--- config.mk ---
export PLATFORM = sky130hd
export DESIGN_NAME = actmem_gather
export DESIGN_NICKNAME = d
export VERILOG_FILES = /design/src/rtl/actmem_gather_pkg.sv /design/src/rtl/actmem_gather_bank.sv /design/src/rtl/actmem_gather.sv
export SDC_FILE = /design/constraint.sdc
export NUM_CORES = 1
export LEC_CHECK = 0
export BUFFER_PORTS_ARGS = -buffer_cell sky130_fd_sc_hd__clkbuf_2
export CORE_MARGIN = 1
export CORE_UTILIZATION = 45
export CTS_CLUSTER_DIAMETER = 200
export DETAILED_ROUTE_END_ITERATION = 8
export GPL_ROUTABILITY_DRIVEN = 1
export HOLD_SLACK_MARGIN = 0.08
export PLACE_DENSITY = 0.64
export REMOVE_ABC_BUFFERS = 1
export SYNTH_ARGS = -nofsm -noshare
export SYNTH_HDL_FRONTEND = slang
export SYNTH_HIERARCHICAL = 1
export SYNTH_SLANG_ARGS = --single-unit
--- constraint.sdc ---
create_clock -name clk -period 3.1 [get_ports clk]
set_input_delay 0.155 -clock clk [delete_from_list [all_inputs] [get_ports clk]]
set_output_delay 0.155 -clock clk [all_outputs]
set_load 0.1 [all_outputs]
--- src/rtl/actmem_gather_pkg.sv ---
// actmem_gather_pkg: shared FSM encoding and derived-size helper for the junction datapath
package actmem_gather_pkg;
  typedef enum logic [1:0] {IDLE = 2'd0, RUN = 2'd1, DRAIN = 2'd2} state_t;
  function automatic int cycles_per_junction(input int fo, input int p, input int z);
    return fo * p / z;
  endfunction
endpackage

--- src/rtl/actmem_gather_bank.sv ---
// actmem_bank: single-port activation bank, synchronous read-first read with enable
module actmem_bank #(
  parameter int depth = 4,
  parameter int bw = 8,
  localparam int RW = $clog2(depth)
) (
  input  logic          clk,
  input  logic          reset,
  input  logic          re,
  input  logic [RW-1:0] raddr,
  output logic [bw-1:0] rdata,
  input  logic          we,
  input  logic [RW-1:0] waddr,
  input  logic [bw-1:0] wdata
);
  logic [bw-1:0] mem [depth];
  always_ff @(posedge clk)
    if (we) mem[waddr] <= wdata;
  // storage is never reset; only the read register is, so a colliding write is seen next access
  always_ff @(posedge clk or posedge reset)
    if (reset) rdata <= '0;
    else if (re) rdata <= mem[raddr];
endmodule

--- src/rtl/actmem_gather.sv ---
// actmem_gather: sequences a junction's cycles, gathers z interleaved activations per beat
module actmem_gather
  import actmem_gather_pkg::*;
#(
  parameter int fo = 2,
  parameter int p = 32,
  parameter int z = 8,
  parameter int bw = 8,
  localparam int C = cycles_per_junction(fo, p, z),
  localparam int CW = $clog2(C),
  localparam int AW = $clog2(p),
  localparam int RW = $clog2(p / z),
  localparam int ZW = $clog2(z)
) (
  input  logic            clk,
  input  logic            reset,
  input  logic            start,
  output logic            busy,
  output logic            done,
  output logic [CW-1:0]   cycle_index,
  input  logic [AW*z-1:0] memory_index_package,
  input  logic            wr_en,
  input  logic [AW-1:0]   wr_addr,
  input  logic [bw-1:0]   wr_data,
  output logic            act_valid,
  input  logic            act_ready,
  output logic [bw*z-1:0] act_package,
  output logic [CW-1:0]   act_cycle,
  output logic            addr_err
);
  state_t state, state_n;
  logic issue, last, fin;
  logic [z-1:0] bad;
  assign busy = state != IDLE;
  assign issue = state == RUN && (!act_valid || act_ready);
  assign last = cycle_index == CW'(C - 1);
  assign fin = state == DRAIN && act_valid && act_ready;
  always_ff @(posedge clk or posedge reset)
    if (reset) state <= IDLE;
    else state <= state_n;
  always_comb
    state_n = state == IDLE ? (start ? RUN : IDLE) :
              state == RUN  ? (issue && last ? DRAIN : RUN) :
                              (fin ? IDLE : DRAIN);
  always_ff @(posedge clk or posedge reset)
    if (reset) begin
      cycle_index <= '0;
      act_cycle <= '0;
      act_valid <= 1'b0;
      addr_err <= 1'b0;
      done <= 1'b0;
    end else begin
      done <= fin;
      act_valid <= issue || (act_valid && !act_ready);
      if (issue) act_cycle <= cycle_index;
      if (state == IDLE && start) begin
        cycle_index <= '0;
        addr_err <= 1'b0;
      end else if (issue) begin
        cycle_index <= last ? cycle_index : cycle_index + CW'(1);
        addr_err <= addr_err | (|bad);
      end
    end
  // a lane whose bank bits disagree with its lane number is flagged but still read by row
  for (genvar j = 0; j < z; j++) begin : g_lane
    assign bad[j] = memory_index_package[AW*j +: ZW] != ZW'(j);
    actmem_bank #(.depth(p / z), .bw(bw)) u_bank (
      .clk(clk),
      .reset(reset),
      .re(issue),
      .raddr(memory_index_package[AW*j+ZW +: RW]),
      .rdata(act_package[bw*j +: bw]),
      .we(wr_en && wr_addr[ZW-1:0] == ZW'(j)),
      .waddr(wr_addr[AW-1:ZW]),
      .wdata(wr_data)
    );
  end
endmodule

==> flow_summary.json <==
{
  "status": "finished clean",
  "die_w_um": 170.6,
  "seq_power_share": 0.375,
  "hold_violations": 0,
  "ys_warn_count": 6,
  "rsz0062_at_grt": "false",
  "fin_nets": 950,
  "ys_types": 33,
  "slew_violations": 0,
  "p_total_mw": 15.12,
  "hold_path_class": "in -> reg",
  "dpl_cell_area_mm2": 0.01373,
  "portBuffers": 131,
  "preCtsSetupSlack_ns": 0.9823,
  "dp_cells": 1226,
  "yosys_register_bits": 331,
  "ys.flop_type": "edfxtp_1",
  "grt_max_degree": 33,
  "post-cts-setup-buffers": 0,
  "setup_viol": 0,
  "core_mm2": 0.02786,
  "path_buf_inv": 2,
  "p_clk_frac": 0.268,
  "ys_async_sr_fraction": 0.2266,
  "die-area_mm2": 0.02912,
  "drive_gt1_frac": 0.2159,
  "clock_sinks": 331,
  "ant_nets": 0,
  "syn-cell-area_mm2": 0.01280,
  "grt_pass1_vias": 6953,
  "net-switching-power_mw": 6.440,
  "arrival_ns": 2.78,
  "grt_overflow_total": 0,
  "clock_path_buffers": 3,
  "cp_slowest_stage_delay_ns": 0.55,
  "std_cell_rows": 61,
  "worst_pin_slew_ns": 0.8618,
  "wl_per_cell_um": 19.79,
  "gp_congestion": 0.8142,
  "vdd_drop_max_uv": 1058,
  "worst_slack_ns": 0.7631,
  "postCtsResizedCells": 0,
  "path_clk_slew_ns": 0.06,
  "wl_um": 25630,
  "final_core_util": 0.5356,
  "internal_power_mw": 8.680,
  "yosysTopAreaCell": "edfxtp_1",
  "clock-root-buffer": "clkbuf_16",
  "endpoint_kind": "register",
  "crit_slowest_cell": "dlygate4sd3_1",
  "fillers": 2267,
  "worstSetupPathType": "reg -> reg",
  "drcViolationCount": 0,
  "hold_buffers": 5,
  "p_leak_nw": 5.779,
  "antenna_found_initial": 0,
  "avgSynthCellArea_um2": 17.53,
  "hpwl_um": 15850,
  "fin_skew_ns": 0.01154,
  "synth_edf_count": 256,
  "firstDrtPassIters": 5,
  "switching_share": 0.4260,
  "cts_buffers": 35,
  "combPwrFrac": 0.358,
  "insertion_delay_ns": 0.52,
  "pin_count": 132,
  "design_area_mm2": 0.01492,
  "crit_chain": "nand2b_2, nor2_4, buf_4, o221a_2, dlygate4sd3_1",
  "diodes": 0,
  "yosys-top-cells-area": "edfxtp_1 60%, dfrtp_1 15%, mux2i_1 10%",
  "final_cells": 1295,
  "synth.yosys.seq_area_share": 0.7474,
  "synth_cells": 730,
  "initial_utilization": 0.4594,
  "die_h_um": 170.6,
  "tns_ns": 0,
  "crit_family": "buffers and inverters",
  "area_growth_pct": 16.60,
  "vias": 6877,
  "grt_pass1_wl_um": 39500,
  "cts_tree": "done",
  "viasPerCell": 5.310,
  "drv_cap": 0,
  "fmax_mhz": 427.9,
  "startpoint_type": "register",
  "h-tree-depth": 2,
  "cp.required_ns": 3.55,
  "p_per_area_mw_per_mm2": 1013,
  "grt_usage": 0.1815,
  "yosys.area.top_type_share": 0.6007,
  "relSlewSlack": 0.4255,
  "hold_ws_ns": 0.1468,
  "synth.most_common_cell": "edfxtp_1",
  "fin_crit_ns": 2.337,
  "period_share": 0.7538,
  "synth_top_cells_by_count": "256 x edfxtp_1, 128 x mux2i_1, 76 x nand2b_1",
  "drt_iter0_markers": 436,
  "crit_fanout": 24
}
## layer usage
layer	vias up	wire length, µm	GRT usage
li1	3195	-	-
met1	3427	11410	0.2504
met2	215	12090	0.2939
met3	40	1694	0.03609
met4	0	444	0.04857
met5	-	0	0
## cell type report
cell class / count / area [µm²] / share of cell area
Sequential cell: 331 / 9564 / 0.6410
Tap cell: 378 / 473.0 / 0.03170
Timing Repair Buffer: 147 / 788.3 / 0.05283
Clock inverter: 13 / 152.6 / 0.01023
Multi-Input combinational cell: 364 / 2917 / 0.1955
Inverter: 11 / 41.29 / 0.002767
Clock buffer: 51 / 985.9 / 0.06607
## flip-flops by register name, indices dropped and copies added, names as in the netlist
register	count
addr_err	1
cycle_index	3
state	2
act_cycle	3
g_lane.u_bank/mem	256
done	1
act_valid	1
g_lane.u_bank/rdata	64
## layout by cell type (no fill, tap or decap), types with 5 or more instances in the layout
cell type / Yosys / layout
and3b_1: 8 / 8
clkbuf_1: 0 / 11
a21oi_1: 5 / 5
dfrtp_1: 75 / 75
inv_1: 11 / 11
o221ai_1: 64 / 64
nand2b_1: 76 / 76
edfxtp_1: 256 / 256
nor2_1: 17 / 17
clkbuf_2: 0 / 131
clkbuf_16: 0 / 35
dlygate4sd3_1: 0 / 5
and3_1: 8 / 8
clkbuf_8: 0 / 5
nor3b_1: 10 / 10
mux2i_1: 128 / 128
buf_4: 0 / 11
nand2_1: 21 / 21
## logic make-up (layout without fill, tap and decap cells)
logic type | count (synthesis) | count (layout) | synth area share
adder cells (fa/ha/maj) | 2 | 2 | 0.001955
AND/OR/NAND/NOR | 157 | 157 | 0.07372
AO/OA/AOI/OAI | 74 | 74 | 0.04908
buffers and inverters | 35 | 222 | 0.02513
multiplexers | 131 | 131 | 0.1028
flip-flops | 331 | 331 | 0.7474
## path summary, 6_finish.rpt
kind                                           start  slack [ns]  cells after the start                   endpoint
max                                         state[1]        0.76                      5                   addr_err
min reg2reg                g_lane[0].u_bank/rdata[3]        0.49                      2  g_lane[0].u_bank/rdata[3]
min                         memory_index_package[29]        0.15                      3  g_lane[5].u_bank/rdata[5]
min in group asynchronous                      reset        0.44                      3  g_lane[5].u_bank/rdata[7]
max in group asynchronous                      reset        2.32                      3               act_cycle[1]
max reg2reg                                 state[1]        0.76                      5                   addr_err
## worst min-delay path, cell delays in order
cell and delay (ns):
clkbuf_2 0.09, nand2_1 0.20, o221ai_1 0.16
## power groups by stage
stage | registers (mW) | clock network [mW] | logic (mW)
3_3_place_gp | 5.75 | 0 | 5.36
4_1_cts | 5.67 | 4.14 | 5.43
2_1_floorplan | 8.93 | 0 | 1.10
5_1_grt | 5.73 | 4.32 | 5.65
3_5_place_dp | 5.75 | 0 | 5.40
6_report | 5.67 | 4.05 | 5.41
Note: power is estimated with default switching activity, not from simulation.
